===== src/rtl/uart_fifo_bridge_pkg.sv =====
// Shared constants for the UART FIFO bridge: bus addresses, status bit
// positions and transfer FSM state encodings.
package uart_fifo_bridge_pkg;

  localparam logic ADDR_DATA = 1'b0;
  localparam logic ADDR_STAT = 1'b1;

  localparam int ST_RX_NOT_EMPTY = 0;
  localparam int ST_TX_NOT_FULL  = 1;
  localparam int ST_BREAK        = 2;
  localparam int ST_RX_FULL      = 3;
  localparam int ST_TX_IDLE      = 4;
  localparam int ST_TX_OVF       = 5;

  typedef enum logic [1:0] {
    S_IDLE   = 2'd0,
    S_RX_RD  = 2'd1,
    S_TX_WR  = 2'd2,
    S_SETTLE = 2'd3
  } xfer_state_e;

endpackage


===== src/rtl/uart_fifo_bridge_sync_fifo.sv =====
// Single-clock FIFO with combinational head output. A pop of an empty FIFO is
// ignored; a push to a full FIFO is accepted only when a pop happens alongside.
module sync_fifo
  import uart_fifo_bridge_pkg::*;
#(
  parameter int WIDTH      = 8,
  parameter int DEPTH_LOG2 = 4
) (
  input  logic                  clk,
  input  logic                  rst,
  input  logic                  push,
  input  logic                  pop,
  input  logic [WIDTH-1:0]      din,
  output logic [WIDTH-1:0]      dout,
  output logic                  full,
  output logic                  empty,
  output logic [DEPTH_LOG2:0]   count
);

  localparam int DEPTH = 1 << DEPTH_LOG2;
  localparam logic [DEPTH_LOG2:0] FULL_CNT = {1'b1, {DEPTH_LOG2{1'b0}}};

  logic [WIDTH-1:0]      mem_q [DEPTH];
  logic [DEPTH_LOG2-1:0] wr_ptr_q, rd_ptr_q;
  logic [DEPTH_LOG2:0]   count_q;
  logic                  do_push, do_pop;

  assign full    = (count_q == FULL_CNT);
  assign empty   = (count_q == '0);
  assign count   = count_q;
  assign dout    = mem_q[rd_ptr_q];
  assign do_pop  = pop & ~empty;
  assign do_push = push & (~full | do_pop);

  always_ff @(posedge clk) begin
    if (do_push) mem_q[wr_ptr_q] <= din;
  end

  always_ff @(posedge clk) begin
    if (rst) begin
      wr_ptr_q <= '0;
      rd_ptr_q <= '0;
      count_q  <= '0;
    end else begin
      if (do_push) wr_ptr_q <= wr_ptr_q + 1'b1;
      if (do_pop)  rd_ptr_q <= rd_ptr_q + 1'b1;
      case ({do_push, do_pop})
        2'b10:   count_q <= count_q + 1'b1;
        2'b01:   count_q <= count_q - 1'b1;
        default: count_q <= count_q;
      endcase
    end
  end

endmodule


===== src/rtl/uart_fifo_bridge.sv =====
// Processor-side UART front end: RX/TX FIFOs, CPU data/status decode and the
// transfer FSM that strobes the UART hold registers.
module uart_fifo_bridge
  import uart_fifo_bridge_pkg::*;
#(
  parameter int DEPTH_LOG2 = 4
) (
  input  logic       CLK,
  input  logic       RESET,
  input  logic       CPU_CS,
  input  logic       CPU_WE,
  input  logic       CPU_ADDR,
  input  logic [7:0] CPU_DI,
  output logic [7:0] CPU_DO,
  output logic       U_CS,
  output logic       U_WE,
  output logic [7:0] U_DI,
  input  logic [7:0] U_DO,
  input  logic       U_RX_READY,
  input  logic       U_TX_EMPTY,
  input  logic       U_BREAK
);

  localparam logic [DEPTH_LOG2:0] FULL_CNT = {1'b1, {DEPTH_LOG2{1'b0}}};

  xfer_state_e         state_q;
  logic                u_cs_q, u_we_q;
  logic [7:0]          u_di_q;
  logic                tx_ovf_q, tx_ovf_d;
  logic                cpu_wr_data, cpu_rd_data, cpu_rd_stat;
  logic                start_rx, start_tx, rx_push, tx_drop;
  logic [7:0]          rx_dout, tx_dout, status;
  logic                rx_full, rx_empty, tx_full, tx_empty;
  logic [DEPTH_LOG2:0] rx_count, tx_count;

  assign cpu_wr_data = CPU_CS &  CPU_WE & (CPU_ADDR == ADDR_DATA);
  assign cpu_rd_data = CPU_CS & ~CPU_WE & (CPU_ADDR == ADDR_DATA);
  assign cpu_rd_stat = CPU_CS & ~CPU_WE & (CPU_ADDR == ADDR_STAT);

  // RX is checked first so a waiting received byte always wins the idle slot.
  assign start_rx = (state_q == S_IDLE) & U_RX_READY & ~rx_full;
  assign start_tx = (state_q == S_IDLE) & ~start_rx & U_TX_EMPTY & ~tx_empty;
  assign rx_push  = (state_q == S_RX_RD);
  assign tx_drop  = cpu_wr_data & tx_full & ~start_tx;
  assign tx_ovf_d = tx_drop | (tx_ovf_q & ~cpu_rd_stat);

  sync_fifo #(.WIDTH(8), .DEPTH_LOG2(DEPTH_LOG2)) u_rx_fifo (
    .clk(CLK), .rst(RESET), .push(rx_push), .pop(cpu_rd_data), .din(U_DO),
    .dout(rx_dout), .full(rx_full), .empty(rx_empty), .count(rx_count)
  );

  sync_fifo #(.WIDTH(8), .DEPTH_LOG2(DEPTH_LOG2)) u_tx_fifo (
    .clk(CLK), .rst(RESET), .push(cpu_wr_data), .pop(start_tx), .din(CPU_DI),
    .dout(tx_dout), .full(tx_full), .empty(tx_empty), .count(tx_count)
  );

  always_comb begin
    status                  = '0;
    status[ST_RX_NOT_EMPTY] = (rx_count != '0);
    status[ST_TX_NOT_FULL]  = (tx_count != FULL_CNT);
    status[ST_BREAK]        = U_BREAK;
    status[ST_RX_FULL]      = (rx_count == FULL_CNT);
    status[ST_TX_IDLE]      = tx_empty & U_TX_EMPTY & (state_q == S_IDLE);
    status[ST_TX_OVF]       = tx_ovf_q;
  end

  always_comb begin
    CPU_DO = 8'h00;
    if (cpu_rd_stat)                  CPU_DO = status;
    else if (cpu_rd_data && !rx_empty) CPU_DO = rx_dout;
  end

  always_ff @(posedge CLK) begin
    if (RESET) tx_ovf_q <= 1'b0;
    else       tx_ovf_q <= tx_ovf_d;
  end

  always_ff @(posedge CLK) begin
    if (RESET) begin
      state_q <= S_IDLE;
      u_cs_q  <= 1'b0;
      u_we_q  <= 1'b0;
      u_di_q  <= 8'h00;
    end else begin
      case (state_q)
        S_IDLE: begin
          if (start_rx) begin
            state_q <= S_RX_RD;
            u_cs_q  <= 1'b1;
            u_we_q  <= 1'b0;
          end else if (start_tx) begin
            state_q <= S_TX_WR;
            u_cs_q  <= 1'b1;
            u_we_q  <= 1'b1;
            u_di_q  <= tx_dout;
          end
        end
        S_RX_RD, S_TX_WR: begin
          state_q <= S_SETTLE;
          u_cs_q  <= 1'b0;
          u_we_q  <= 1'b0;
        end
        S_SETTLE: state_q <= S_IDLE;
        default:  state_q <= S_IDLE;
      endcase
    end
  end

  assign U_CS = u_cs_q;
  assign U_WE = u_we_q;
  assign U_DI = u_di_q;

endmodule


===== config.mk =====
export PLATFORM = sky130hd
export DESIGN_NAME = uart_fifo_bridge
export DESIGN_NICKNAME = d
export VERILOG_FILES = /design/src/rtl/uart_fifo_bridge_pkg.sv /design/src/rtl/uart_fifo_bridge_sync_fifo.sv /design/src/rtl/uart_fifo_bridge.sv
export SDC_FILE = /design/constraint.sdc
export NUM_CORES = 1
export LEC_CHECK = 0
export CELL_PAD_IN_SITES_DETAIL_PLACEMENT = 1
export CELL_PAD_IN_SITES_GLOBAL_PLACEMENT = 2
export CORE_UTILIZATION = 37
export CTS_CLUSTER_DIAMETER = 100
export DETAILED_ROUTE_END_ITERATION = 6
export PLACE_DENSITY = 0.65
export SLEW_MARGIN = 30
export SYNTH_ARGS = -nofsm -noshare
export SYNTH_HDL_FRONTEND = slang
export SYNTH_SLANG_ARGS = --single-unit

===== constraint.sdc =====
create_clock -name CLK -period 6.5 [get_ports CLK]
set_input_delay 1.3 -clock CLK [delete_from_list [all_inputs] [get_ports CLK]]
set_output_delay 1.3 -clock CLK [all_outputs]
set_load 0.01 [all_outputs]

# Word-level counts from Yosys, hierarchy flattened
# Memories as Yosys holds them, arrays and structs flattened. A register that Yosys moved wholly into a read port is not among the register bits.
# Index checks and enable logic that the tools add are counted.
[totals] input_bits=24 mem_bits_rw=256 output_inout_bits=18 regBits=31 wordCells=92 memories=2
[memory_table] memory="u_rx_fifo.mem_q" words=16 width=8 rd=1 rd_clocked_by_memory_dff=1 write_ports=1 line="uart_fifo_bridge_sync_fifo.sv:23" text="logic [WIDTH-1:0] mem_q [DEPTH];"
[memory_table] memory="u_tx_fifo.mem_q" words=16 width=8 rd=1 rd_clocked_by_memory_dff=1 write_ports=1 line="uart_fifo_bridge_sync_fifo.sv:23"
[classes] bitwise=31 mux=18 n_addsub=8 n_eq_ne=11 n_reduce_logical=12
[op_table] op="$pmux W5 S2" count=2
[op_table] op="$and A1 B1 Y1" count=19
[op_table] op="$add A4 B1 Y4 const B" count=4
[op_table] op="$mux W8" count=2
[op_table] op="$add A5 B1 Y5 const B" count=2
[op_table] op="$eq A5 B5 Y1 const B" count=2
[op_table] op="$logic_not A5 Y1" count=2
[op_table] op="$sub A5 B1 Y5 const B" count=2
[op_table] op="$not A1 Y1" count=9
[op_table] op="$eq A2 B2 Y1 const B" count=4
[op_table] op="$mux W4" count=2
[op_table] op="$mux W1" count=7
[op_table] op="$eq A2 B1 Y1 const B" count=3
[op_table] op="$pmux W2 S3" count=1
[op_table] op="$reduce_bool A2 Y1" count=3
[op_table] op="$ne A5 B5 Y1 const B" count=1
[op_table] op="$reduce_bool A5 Y1" count=1
[op_table] op="$mux W2" count=2
[op_table] op="$pmux W1 S2" count=2
[op_table] op="$ne A3 B3 Y1 const B" count=1
[op_table] op="$or A1 B1 Y1" count=3
[op_table] op="$reduce_and A3 Y1" count=1
[op_table] op="$logic_not A2 Y1" count=1
[op_table] op="$reduce_and A2 Y1" count=1
[op_table] op="3 further kinds" count=3

# Logic depth before layout (Yosys ltp)
# Gate-level depths: netlist of run 1.
[depth] word_depth=12 mapped_depth=16 depth_no_buf=15

# Hierarchy
# From an unflattened synthesis of run 1, not the netlist that was laid out.
[hier_totals] cells_unflattened=755 area_unflattened_um2=12565.8
[modules_own_cells] module="sync_fifo (u_tx_fifo)" cells_each=333 seq_area_each_um2=4184.0 instances=1 area_per_inst_um2=5868.1
[modules_own_cells] module="sync_fifo (u_rx_fifo)" cells_each=322 seq_area_each_um2=4184.0 instances=1 area_per_inst_um2=5854.4
[modules_own_cells] module="uart_fifo_bridge" cells_each=100 seq_area_each_um2=260.2 instances=1 area_per_inst_um2=843.3

# Worst setup path before layout of run 1
# Ideal clock, no wire load.
[synth_path] kind="input -> register" start="in CPU_WE" end="reg u_rx_fifo.count_q[4] (netlist: u_rx_fifo.count[4])" arrival_ns=3.720 setup_ns=0.070 path_buffers=0 stages=10 t_required_ns=6.430 path_slack_ns=2.709 path_cell_list="or3b_2 a31oi_2 inv_1 ha_1 fa_1 a21o_1 a21oi_1 xor2_1 or3_1 a21oi_1"
[synth_via] elab_chain_cells=8 elab_cells_between_ends=10 cone_classes="2 x eq/ne; 1 x mux; 6 x bitwise; 1 x reduce/logical"
[synth_lines] element="start: declaration" line="uart_fifo_bridge.sv:11" text="input logic CPU_WE,"
[synth_lines] element="$not A1 Y1 (*)" line="uart_fifo_bridge.sv:37" text="assign cpu_rd_data = CPU_CS & ~CPU_WE & (CPU_ADDR == ADDR_DATA);"
[synth_lines] element="$and A1 B1 Y1 (*) (2 in a row)" line="uart_fifo_bridge.sv:37"
[synth_lines] element="$and A1 B1 Y1 (*)" line="uart_fifo_bridge_sync_fifo.sv:32" text="assign do_pop = pop & ~empty;"
[synth_lines] element="$or A1 B1 Y1" line="uart_fifo_bridge_sync_fifo.sv:33" text="assign do_push = push & (~full | do_pop);"
[synth_lines] element="$and A1 B1 Y1" line="uart_fifo_bridge_sync_fifo.sv:33"
[synth_lines] element="$eq A2 B1 Y1 or $eq A2 B2 Y1 (tied branches)" line="uart_fifo_bridge_sync_fifo.sv:47" text="case ({do_push, do_pop})"
[synth_lines] element="$pmux W5 S2 or $reduce_bool A2 Y1 (tied branches)"
[synth_lines] element="end signal: assignment" line="uart_fifo_bridge_sync_fifo.sv:48" text="2'b10: count_q <= count_q + 1'b1;"
[synth_lines] element="end signal: assignment" line="uart_fifo_bridge_sync_fifo.sv:49" text="2'b01: count_q <= count_q - 1'b1;"
[synth_lines] element="end signal: assignment" line="uart_fifo_bridge_sync_fifo.sv:50" text="default: count_q <= count_q;"
[synth_lines] element="end: declaration" line="uart_fifo_bridge_sync_fifo.sv:25" text="logic [DEPTH_LOG2:0] count_q;"
# Mark *: on every way between the ends. The rest lies on a longest branch, timed or not.
# A chain may end at the register's enable or synchronous reset.

# Worst setup path in the final report of run 1
[layout_path] start="in CPU_CS" end="out CPU_DO[5]"
[layout_via] elab_chain_cells=5 elab_cells_between_ends=6 cone_classes="2 x mux; 3 x bitwise; 1 x reduce/logical"
[layout_lines] element="start: declaration" line="uart_fifo_bridge.sv:10" text="input logic CPU_CS,"
[layout_lines] element="$and A1 B1 Y1 (*)" line="uart_fifo_bridge.sv:37, uart_fifo_bridge.sv:38"
[layout_lines] element="$and A1 B1 Y1" line="uart_fifo_bridge.sv:37"
[layout_lines] element="$logic_and A1 B1 Y1" line="uart_fifo_bridge.sv:70" text="else if (cpu_rd_data && !rx_empty) CPU_DO = rx_dout;"
[layout_lines] element="$mux W8" line="uart_fifo_bridge.sv:70"
[layout_lines] element="$mux W8 (*)" line="uart_fifo_bridge.sv:69" text="if (cpu_rd_stat) CPU_DO = status;"
[layout_lines] element="end: declaration" line="uart_fifo_bridge.sv:14" text="output logic [7:0] CPU_DO,"
# Marks and branches as above.

==> results of run 1 <==
-- worst max-delay path, stage by stage --
cell,delay [ns]
clkdlybuf4s50_1,0.49
nor2b_1,0.27
o21ai_0,0.18
or2_1,0.36
inv_2,0.23
a22o_1,0.17
clkdlybuf4s50_1,0.55
-- final cells by class --
type | count | area [um2]
Clock buffer | 44 | 897
Clock inverter | 13 | 93.8
Fill cell | 3050 | 17900
Inverter | 19 | 71.3
Multi-Input combinational cell | 344 | 3330
Sequential cell | 299 | 8550
Tap cell | 435 | 544
Timing Repair Buffer | 45 | 435
-- power groups by stage --
| stage | Sequential, uW | Combinational, uW | Clock, uW |
|---|---|---|---|
| final | 2160 | 376 | 1700 |
| after global routing | 2170 | 416 | 1810 |
| after CTS | 2160 | 380 | 1740 |
| after detailed placement | 2200 | 376 | 0 |
| after global placement | 2200 | 361 | 0 |
| after floorplan | 2190 | 246 | 0 |
-- state kept, by name, summed over array words and instances (netlist names), named ones only --
register / flops
u_rx_fifo.mem_q: 128
state_q: 2
u_tx_fifo.mem_q: 128
u_rx_fifo.wr_ptr_q: 4
U_WE: 1
u_tx_fifo.wr_ptr_q: 4
U_DI: 8
tx_ovf_q: 1
u_rx_fifo.rd_ptr_q: 4
U_CS: 1
u_rx_fifo.count: 5
u_tx_fifo.rd_ptr_q: 4
u_tx_fifo.count: 5
-- cells in the mapped netlist, drive strengths merged, types with 7 or more instances --
cell type	instances	area [um2]
nor3	7	40.0
nor2	48	188
inv	19	71.3
ha	21	263
a211oi	9	67.6
buf	19	109
nand2	39	146
a22oi	17	128
nor2b	13	81.3
a21oi	29	149
xor2	7	61.3
mux4	65	1460
edfxtp	256	7690
clkbuf	15	56.3
mux2i	12	120
and3	17	106
dfxtp	43	861
o21ai	7	38.8
xnor2	8	70.1
-- metrics by stage --
| step | cells | setup WS [ns] | area [um2] | hold slack (ns) | total power (uW) |
|---|---|---|---|---|---|
| 3_5_place_dp | 1142 | 1.62 | 12900 | 0.459 | 2580 |
| 4_1_cts | 1199 | 1.55 | 13900 | 0.467 | 4280 |
| 3_3_place_gp | 1142 | 1.66 | 12900 | 0.460 | 2560 |
| 6_report | 1199 | 1.64 | 13900 | 0.466 | 4240 |
| 2_1_floorplan | 696 | 2.71 | 12100 | 0.460 | 2430 |
| 5_1_grt | 1199 | 1.40 | 13900 | 0.488 | 4390 |
-- how the worst max path moves through the flow --
| stage | to |
|---|---|
| after floorplan | u_rx_fifo.count[4] |
| after global placement | CPU_DO[2] |
| after detailed placement | u_tx_fifo.count[4] |
| after CTS | CPU_DO[2] |
| after global routing | CPU_DO[2] |
| final | CPU_DO[5] |
-- layer usage --
| layer | track usage [%] | part of all wire, % | vias up |
|---|---|---|---|
| met2 | 26.4 | 47 | 112 |
| met5 | 0 | 0 | - |
| met4 | 4.47 | 1.9 | 0 |
| li1 | - | - | 2822 |
| met1 | 24.3 | 47 | 3264 |
| met3 | 2.10 | 4.7 | 36 |
-- cell families after synthesis --
logic type / after synthesis / synth area share, %
fa+ha+maj: 23 / 2.51
buf+inv: 53 / 1.96
flops: 299 / 70.8
compound gates: 77 / 4.23
xor+xnor: 15 / 1.09
simple gates: 150 / 6.12
mux: 79 / 13.3
==> run metrics, run 1 <==
Required @ worst endpoint 5.20 ns; Layout Utilization between 40% and 50%; number of enable flip-flop cells after synthesis approximately 260; worst flop-to-flop path endpoint u_tx_fifo.count[4]; Die ar. about 33000 um2; Leak Pwr ~0.0044 uW; R2R Path Start u_rx_fifo.count[0]; die height approximately 180 um; first drt pass iteration count 4; starting density of the core between 30 and 40%; clock transition at the registers of the reported paths about 0.06 ns; Max Freq approximately 210 MHz; max cap viols 0; Nets 787; synth unique cells 53; hold_buf cts 0; Hold Path Sink U_DI[6]; r2r setup slk 2.63 ns; global route overflow 0; Post-CTS Setup Bufs 0; Layout area overhead 15.3%; number of I/O port buffers between 40 and 50; status finished, final reports clean; main flop type after synthesis edfxtp_1; CTS tree done; Synthesized Nets between 700 and 800; DRC 0; commonest non-fill, non-tap cell in the layout edfxtp_1; Yosys reg bits approximately 300; Final Cycle Share approximately 75%; Clk pwr share ~40%; dpl hpwl between 15000 and 20000 um; I/O pin count 42; Die Wd ~180 um; 1st-iter DRT viols 320; Clock Latency Late Sink 0.55 ns; drt total wl about 27000 um; post-route ant nets 0; GPL Wtd Cong between 0.7 and 0.8; Internal between 3000 and 4000 uW; CP startpoint CPU_CS; via count a little over 6000; Setup Viol. Count Final 0; Worst IR Drop VDD ~0.21 mV; global-route wire length before repair a little over 40000 um; Critical Setup Path Class input port to output port; Root Driver clkbuf_16; Worst Tran Pin Value roughly 1.1 ns; largest net degree at the start of global routing between 40 and 50; Tot GR Track Use 16.7%; Max clock buf depth 3; commonest non-fill, non-tap cells in the layout 256 x edfxtp_1, 65 x mux4_2, 40 x clkdlybuf4s50_1, 39 x dfxtp_1, 39 x nand2_1; arrival time at the worst endpoint about 3.6 ns; total CTS buffers 31; vias in the first global route about 6700; CP max FO 9; initial antenna violation count 0; Core ar. around 32000 um2; register area share after synthesis 70.8%; CP Capture Type output port; Hold Path Depth 2; net switching fraction of the power 22.7%; share of cells above drive strength 1 roughly 19%; Cells after Synth between 600 and 700; Async SR Flop Fraction 0%; final hold viol count 0; H-Tree Depth 1; net switching power ~960 uW; # rows 65; Clock Sinks 299; Hold Path Class flop to flop; R2R depth 12; cell area power density approximately 300 nW/um2; Mapped Avg Cell Area roughly 17 um2; Relative slew margins 29.3%; vias per cell roughly 5.2; Synth Warn # 0; antenna cells 0; Worst Hold Launch U_DI[6]; Setup TNS 0 ns; clk_skew approximately 0.022 ns; startpoint types input port; Comb pwr share between 8 and 9%; Slew Limit Fails 0; RSZ-0062 raised after global routing no; CTS resizes 0; wire length per cell between 20 and 25 um; fin crit period 4.86 ns; Sequential Power Share 50.9%; Post-Syn Area around 12000 um2
Power figures use the tool's default switching activity.
==> run 2: changes to the inputs <==
PLACE_DENSITY = 0.68   (was 0.65)
clock period = 4.26 ns   (was 6.5 ns; I/O delays follow)
==> run 2 against run 1 <==
Sequential power grew 52%. Sequential share of layout area shrank 0.96 points. Combinational power grew 53%. Die area is the same. Global-route usage shrank 0.49 points. Critical endpoint is now CPU_DO[1]. Count of clock-buffer cells in the layout shrank 2. Critical path depth is the same. Wire length shrank 3.2%.
==> run metrics, run 2 (synthesized netlist as in run 1, its figures left out) <==
total CTS buffers 35 (was 31); clk_skew 0.0292 ns (was 0.0217 ns); GPL Wtd Cong 0.732 (was 0.754); arrival time at the worst endpoint 3.06 ns (was 3.56 ns); CTS resizes 0 (unchanged); fin crit period between 3 and 4 ns; commonest non-fill, non-tap cell in the layout edfxtp_1 (unchanged); # rows 65 (unchanged); Relative slew margins 43.1% (was 29.3%); hold_buf cts 0 (unchanged); Required @ worst endpoint 3.41 ns (was 5.20 ns); vias per cell 5.12 (was 5.20); Leak Pwr 0.00457 uW (was 0.00443 uW); Max clock buf depth 3 (unchanged); worst setup margin 0.346 ns (was 1.64 ns); startpoint types flop (was input port); largest net degree at the start of global routing 42 (unchanged); Die Wd 183 um (unchanged); initial antenna violation count 0 (unchanged); Root Driver clkbuf_16 (unchanged); Slew Limit Fails 0 (unchanged); starting density of the core 38.0% (unchanged); Hold Path Class flop to flop (unchanged); CTS tree done (unchanged); met2 WL 13300 um (was 12500 um); pre-CTS setup slack 0.339 ns (was 1.62 ns); cell area power density 466 nW/um2 (was 304 nW/um2); Max Freq roughly 260 MHz; Tot GR Track Use 16.2% (was 16.7%); worst hold slack 0.457 ns (was 0.466 ns); M1 wire length 11100 um (was 12500 um); wire length per cell 21.2 um (was 22.4 um); 1st-iter DRT viols 331 (was 320); Layout area overhead 17.2% (was 15.3%); Final Cycle Share between 90 and 100%; die height 183 um (unchanged); global route overflow 0 (unchanged); via count 6272 (was 6234); max cap viols 0 (unchanged); RSZ-0062 raised after global routing no (unchanged); Post-CTS Setup Bufs 0 (unchanged); placed inst area 13100 um2 (was 12900 um2); H-Tree Depth 2 (was 1); post-route cell area 14100 um2 (was 13900 um2); final hold viol count 0 (unchanged); Critical Setup Path Class flop to output port (was input port to output port); global-route wire length before repair 40600 um (was 41500 um); clock transition at the registers of the reported paths 0.06 ns (about the same); Layout Utilization 44.5% (was 43.8%); CP Capture Type output port (unchanged); Setup Viol. Count Final 0 (unchanged); Die ar. 33400 um2 (unchanged); Nets 815 (was 787); number of I/O port buffers 41 (unchanged); Core ar. 31800 um2 (unchanged); DRC 0 (unchanged); Clock Sinks 299 (unchanged); WL met3 917 um (was 1260 um); drt total wl 26000 um (was 26800 um); status finished, final reports clean (unchanged); vias in the first global route 6917 (was 6740); post-route ant nets 0 (unchanged); Clock Latency Late Sink 0.51 ns (was 0.55 ns); Setup TNS 0 ns (unchanged); Worst Tran Pin Value 0.852 ns (was 1.06 ns); dpl hpwl 17200 um (was 17400 um); antenna cells 0 (unchanged); CP max FO 32 (was 9); first drt pass iteration count 4 (unchanged); share of cells above drive strength 1 20.1% (was 19.4%); I/O pin count 42 (unchanged); commonest non-fill, non-tap cells in the layout 256 x edfxtp_1, 65 x mux4_2, 47 x nor2_1, 40 x dfxtp_1, 40 x clkdlybuf4s50_1 (was 256 x edfxtp_1, 65 x mux4_2, 40 x clkdlybuf4s50_1, 39 x dfxtp_1, 39 x nand2_1); Worst IR Drop VDD 0.466 mV (was 0.207 mV); DR top layer met4 (unchanged)
## run 2: changes by cell type in the layout (fill, tap and decap cells not counted), moves of 2 or more
cell,delta
clkbuf_8,-2
buf_4,+22
buf_12,+2
nor2_2,-9
clkbuf_16,+2
clkinv_8,+2
nor2_1,+9
clkbuf_1,-2
clkinv_1,+4
clkinvlp_4,-2
nor3_1,+4
nor3_2,-4
## run 2: path summary, 6_finish.rpt
path / from / to / slack, ns / cells after the start
setup reg to reg: u_rx_fifo.count[0] / u_rx_fifo.count[4] / 0.75 / 11
setup / recovery: flop / CPU_DO[1] / 0.35 / 7
hold / removal: U_DI[0] / U_DI[0] / 0.46 / 2
hold reg to reg: U_DI[0] / U_DI[0] / 0.46 / 2
## run 2: critical path: stages, from the launching register on
cell and delay [ns]:
dfxtp_2 0.34, buf_12 0.25, mux4_2 0.53, nor2b_1 0.14, a211oi_1 0.40, a21oi_1 0.13
a22o_1 0.24, clkdlybuf4s50_1 0.48
## run 2: final cells by class
class | instances | area (um2)
Fill cell | 3087 | 17700
Multi-Input combinational cell | 344 | 3290
Sequential cell | 299 | 8550
Clock buffer | 42 | 912
Clock inverter | 18 | 138
Timing Repair Buffer | 69 | 641
Tap cell | 435 | 544
Inverter | 19 | 71.3
## run 2: routing by layer
metal  track usage [%]  up-vias
met1              20.1     3252
li1                  -     2880
met5                 0        -
met2              28.8      100
met3              2.81       40
met4              4.87        0
## run 2: through the flow
stage,power [uW],std cells
4_1_cts,6690,1226
5_1_grt,6840,1226
2_1_floorplan,3710,696
6_report,6600,1226
3_5_place_dp,3940,1166
3_3_place_gp,3910,1166
## run 2: where the power goes
part / internal, uW / total (uW) / leakage (uW) / switching (uW)
sequential: 3240 / 3290 / 0.00265 / 50.1
clock: 1590 / 2730 / 0.000514 / 1130
combinational: 254 / 575 / 0.00141 / 322
==> run 3: changes to the inputs <==
CORE_UTILIZATION = 42   (was 37)
CTS_BUF_LIST = sky130_fd_sc_hd__clkbuf_8 sky130_fd_sc_hd__clkbuf_16   (was default)
PLACE_DENSITY = 0.75   (was 0.68)
==> run 3 against run 2 <==
Wire length rose by 3.0%. Via count increased by 1.8%. First-iteration DRC count up 2.7%. Sequential power hardly changed. Core utilization grew 5.9 points. Flip-flop and latch count unchanged. Critical path depth shrank 1. Non-clock buffer count up 2. Setup slack got worse by 0.16 ns. Sequential share of layout area up 0.19 points. Cell count is 4.5% lower. Worst hold slack gained 0.0020 ns. Highest routed layer unchanged.
==> run metrics, run 3 (synthesized netlist as in run 1, its figures left out) <==
r2r setup slk 0.71 ns (was 0.75 ns); commonest non-fill, non-tap cells in the layout 256 x edfxtp_1, 65 x mux4_2, 47 x nor2_1, 41 x dfxtp_1, 41 x clkdlybuf4s50_1 (was 256 x edfxtp_1, 65 x mux4_2, 47 x nor2_1, 40 x dfxtp_1, 40 x clkdlybuf4s50_1); largest net degree at the start of global routing 42 (unchanged); worst flop-to-flop path endpoint u_tx_fifo.count[4] (was u_rx_fifo.count[4]); total CTS buffers 34 (was 35); CP Capture Type output port (unchanged); arrival time at the worst endpoint 3.22 ns (was 3.06 ns); startpoint types flop (unchanged); Hold Path Depth 2 (unchanged); Post-CTS Setup Bufs 0 (unchanged); fin crit period 4.07 ns (was 3.91 ns); 1st-iter DRT viols 340 (was 331); Required @ worst endpoint 3.41 ns (about the same); starting density of the core 43.1% (was 38.0%); worst hold slack 0.459 ns (was 0.457 ns); Critical Setup Path Class flop to output port (unchanged); Hold Path Class flop to flop (unchanged); Setup TNS 0 ns (unchanged); Clock Latency Late Sink 0.51 ns (about the same); initial antenna violation count 0 (unchanged); Root Driver clkbuf_16 (unchanged); Nets 816 (was 815); total power 6710 uW (was 6600 uW); via count 6384 (was 6272); number of I/O port buffers 41 (unchanged); Slew Limit Fails 0 (unchanged); vias in the first global route 6863 (was 6917); Worst path max stage delay 0.65 ns (was 0.53 ns); Worst Tran Pin Value 0.792 ns (was 0.852 ns); status finished, final reports clean (unchanged); wire length per cell 22.8 um (was 21.2 um); hold_buf cts 0 (unchanged); share of cells above drive strength 1 19.8% (was 20.1%); Filler Cell Count 2631 (was 3087); max cap viols 0 (unchanged); Layout area overhead 16.8% (was 17.2%); Worst Setup EP CPU_DO[4] (was CPU_DO[1]); Setup Viol. Count Final 0 (unchanged); DRC 0 (unchanged); Critical-path top delay cell dfxtp_2 (was mux4_2); antenna cells 0 (unchanged); Worst IR Drop VDD 0.314 mV (was 0.466 mV); commonest non-fill, non-tap cell in the layout edfxtp_1 (unchanged); dpl hpwl 17500 um (was 17200 um); Relative slew margins 47.1% (was 43.1%); post-route ant nets 0 (unchanged); Max Freq 246 MHz (was 255 MHz); GPL Wtd Cong 0.783 (was 0.732); CP max FO 14 (was 32); I/O pin count 42 (unchanged); clock transition at the registers of the reported paths 0.06 ns (about the same); Final Cycle Share 95.6% (was 91.9%); Die ar. 29400 um2 (was 33400 um2); CTS resizes 0 (unchanged); Core ar. 28000 um2 (was 31800 um2); drt total wl 26700 um (was 26000 um); R2R depth 12 (was 11); final hold viol count 0 (unchanged); Max clock buf depth 3 (unchanged); Tot GR Track Use 19.0% (was 16.2%); Clock Sinks 299 (unchanged); clk_skew 0.0254 ns (was 0.0292 ns); R2R Path Start u_rx_fifo.count[0] (unchanged); crit-path cells buf_4, mux4_2, a211oi_1, a21oi_1, a32o_1, clkdlybuf4s50_1 (was buf_12, mux4_2, nor2b_1, a211oi_1, a21oi_1, a22o_1, clkdlybuf4s50_1); global route overflow 0 (unchanged); RSZ-0062 raised after global routing no (unchanged); cell area power density 476 nW/um2 (was 466 nW/um2); Leak Pwr 0.00464 uW (was 0.00457 uW); H-Tree Depth 2 (unchanged); Die Wd 172 um (was 183 um); global-route wire length before repair 40800 um (was 40600 um); CTS tree done (unchanged); first drt pass iteration count 4 (unchanged); die height 172 um (was 183 um); # rows 61 (was 65); vias per cell 5.45 (was 5.12)
## run 3: changes by cell type in the layout (fill, tap and decap cells not counted), sizes merged
cell,before,now
buf,29,30
bufinv,1,3
clkbuf,42,35
clkdlybuf4s50,40,41
clkinv,15,10
clkinvlp,1,0
inv,20,31
## run 3: area by class of cell
| type | count | area [um2] | share of cell area [%] |
|---|---|---|---|
| multi-input combinational | 344 | 3290 | 23.3 |
| clock buffer | 35 | 876 | 6.21 |
| tap | 378 | 473 | 3.35 |
| inverter | 19 | 71.3 | 0.506 |
| sequential | 299 | 8550 | 60.6 |
| timing repair buffer | 71 | 636 | 4.51 |
| clock inverter | 25 | 208 | 1.47 |
## run 3: critical path: cells and delay by family (launching register included)
kind / cells / cell delay [ns]
AOI/OAI and AO/OA: 3 / 0.75
buffers and inverters: 2 / 0.78
muxes: 1 / 0.51
DFF: 1 / 0.65
## run 3: report_power, final
part	switching, uW	internal [uW]
Combinational	334	258
Sequential	54.9	3240
Clock	1140	1680
Total	1530	5180
## run 3: how the worst min path moves through the flow
stage	startpoint	endpoint	slack [ns]
after detailed placement	U_DI[1]	U_DI[1]	0.46
final	U_DI[5]	U_DI[5]	0.46
after CTS	U_DI[1]	U_DI[1]	0.47
after global placement	U_DI[5]	U_DI[5]	0.44
after floorplan	state_q[1]	state_q[1]	0.46
after global routing	U_DI[7]	U_DI[7]	0.48
## run 3: routing by layer
layer	vias to the layer above	wire, um	global-route usage, %
met3	41	901	3.01
li1	2874	-	-
met5	-	0	0
met1	3360	11200	23.5
met2	109	14100	34.3
met4	0	540	5.05
## run 3: metrics by stage
step                setup WS (ns)  area (um2)  utilization (%)  instances
floorplan                   0.917       12100                -        696
global placement            0.520       13000             46.5       1111
detailed placement          0.221       13000             46.5       1111
CTS                        0.0951       14100             50.4       1171
global route               0.0110       14100             50.4       1171
finish                      0.189       14100             50.4       1171
==> RTL change: new RTL, config.mk and constraints of run 3 <==
`DEPTH_LOG2` is set to 4 in 2 places; all go to 2.
--- a/src/rtl/uart_fifo_bridge_sync_fifo.sv
+++ b/src/rtl/uart_fifo_bridge_sync_fifo.sv
@@ -4,7 +4,7 @@
   import uart_fifo_bridge_pkg::*;
 #(
   parameter int WIDTH      = 8,
-  parameter int DEPTH_LOG2 = 4
+  parameter int DEPTH_LOG2 = 2
 ) (
   input  logic                  clk,
   input  logic                  rst,
--- a/src/rtl/uart_fifo_bridge.sv
+++ b/src/rtl/uart_fifo_bridge.sv
@@ -3,7 +3,7 @@
 module uart_fifo_bridge
   import uart_fifo_bridge_pkg::*;
 #(
-  parameter int DEPTH_LOG2 = 4
+  parameter int DEPTH_LOG2 = 2
 ) (
   input  logic       CLK,
   input  logic       RESET,
Check against the original RTL: not equivalent (Yosys sat finds a counterexample within 10 cycles, from zero or initial values and one cycle with RESET high).
==> RTL change against run 3 <==
Area after synthesis is 67% lower; setup slack gained 0.37 ns; sequential power shrank 68%; total power is 69% lower; highest routed layer unchanged; cell area fell by 66%; via count decreased by 64%; sequential cell count decreased by 206; register-to-register slack improved by 0.99 ns; worst hold slack improved by 0.035 ns; fmax increased by 9.9%; non-clock buffer count shrank 26; wire length is 71% lower.
==> RTL change: results <==
group,metric,value,unit
run_status,status,"finished, final reports clean",
logic_synthesis,yosys_warnings,0,
critical_path,cpMaxStageDelayCell,"clkdlybuf4s50_1",
drt,drtPass1Iterations,4,
power_and_ir_drop,leakage,1.58,nW
clocking,cts_setup_buffers,0,
placed_design,dpl.hpwl,5.56,mm
global_routing,grt_pass1_wl,12.7,mm
clocking,h-tree-depth,3,
critical_path,rr_worst_depth,10,
sta,finClkSkew,0.0118,ns
logic_synthesis,ys_types,48,
clocking,clk_latency,0.35,ns
global_routing,grt_pass1_vias,2357,
global_routing,antenna_found_initial,0,
drt,via_per_inst,5.09,
logic_synthesis,synthTopCellsByArea,"edfxtp_1 48%, dfxtp_1 15%, mux4_2 9.0%, ha_1 3.8%, mux2i_1 2.8%",
placed_design,gp_congestion,0.718,
hold_path,hold_class,"reg2reg",
sta,worst_pin_slew,0.680,ns
critical_path,path_delay_family,"buffers and inverters",
layout,fillers,908,
critical_path,max_stage_delay,0.57,ns
global_routing,grtUsageTotal,17.2,%
clocking,cts_inserted_buffers,9,
logic_synthesis,syn-num-nets,310,
global_routing,grt_max_degree,19,
layout,layout.nets,355,
drt,dr.first_iter.drc_count,68,
layout,drive_above_1_share,14.9,%
clocking,cts_root_buf,"clkbuf_8",
clocking,ctsResizeCount,0,
hold_path,worstHoldPathCells,2,
logic_synthesis,synth_edf_count,64,
clocking,cts_buffer_depth,2,
logic_synthesis,ys_seq_area_share,62.5,%
power_and_ir_drop,ir_drop,231,uV
placed_design,placed_cell_area,0.00454,mm2
drt,finalWirelength,7.82,mm
logic_synthesis,async_reset_ff_share,0,%
critical_path,cp_max_fo,8,
logic_synthesis,synthTopCellsByCount,"64 x edfxtp_1, 29 x dfxtp_1, 26 x nor2_1",
layout,num_antenna_cells,0,
clocking,path_clk_slew,0.08,ns
placed_design,port_buffers,41,
RTL change: cell count changes after synthesis, moves of 17 or more:
| cell | delta |
|---|---|
| a21oi_1 | -21 |
| a22oi_1 | -17 |
| edfxtp_1 | -192 |
| mux4_2 | -49 |
| nand2_1 | -28 |
| nor2_1 | -21 |
RTL change: per-layer routing:
metal | vias to the layer above | share of wire, % | global-route usage, %
li1 | 1106 | - | -
met1 | 1149 | 48 | 23.9
met2 | 33 | 48 | 27.4
met3 | 6 | 3.4 | 3.44
met4 | 0 | 0.92 | 5.09
met5 | - | 0 | 0
RTL change: worst reg2reg max path, cell delays in order (launching register included):
cell      delay [ns]
dfxtp_1         0.32
inv_1           0.09
ha_1            0.34
nand2_1         0.25
a211oi_4        0.30
nand2_1         0.10
fa_1            0.44
nand3_1         0.10
a211oi_1        0.06
a2111o_1        0.41
o311ai_1        0.07
RTL change: kinds of logic (layout without fill, tap and decap cells):
group	after synthesis	in the layout	synth area share, %
and+or+nand+nor	67	67	8.44
buffers and inverters	27	77	3.00
muxes	30	30	12.6
xor gates and xnor gates	6	6	1.31
adders and majority gates	14	14	4.75
AOI/OAI and AO/OA	35	35	7.35
DFF	93	93	62.5
RTL change: final cells by class:
class                           count  area [um2]  share of cell area (%)
Clock inverter                      7        96.3                    2.02
Clock buffer                        9         124                    2.60
Inverter                           16        60.1                    1.26
Sequential cell                    93        2500                    52.5
Timing Repair Buffer               45         440                    9.25
Multi-Input combinational cell    152        1380                    28.9
Tap cell                          129         161                    3.39
RTL change: report_power, final:
group,total (mW),switching [mW],internal [mW]
combinational,0.388,0.217,0.170
clock,0.636,0.304,0.333
sequential,1.06,0.0354,1.03
total,2.09,0.557,1.53
RTL change: stage by stage:
step	setup slack [ns]	hold slack, ns	cells
4_1_cts	0.522	0.500	451
6_report	0.556	0.495	451
3_5_place_dp	0.531	0.488	435
5_1_grt	0.360	0.529	451
3_3_place_gp	0.639	0.472	435
2_1_floorplan	1.52	0.432	272
RTL change: final timing paths:
kind,start,end,slack (ns)
setup / recovery,CPU_CS,CPU_DO[4],0.56
hold / removal,tx_ovf_q,tx_ovf_q,0.49
setup reg to reg,state_q[0],u_tx_fifo.count[2],1.70
hold reg to reg,tx_ovf_q,tx_ovf_q,0.49
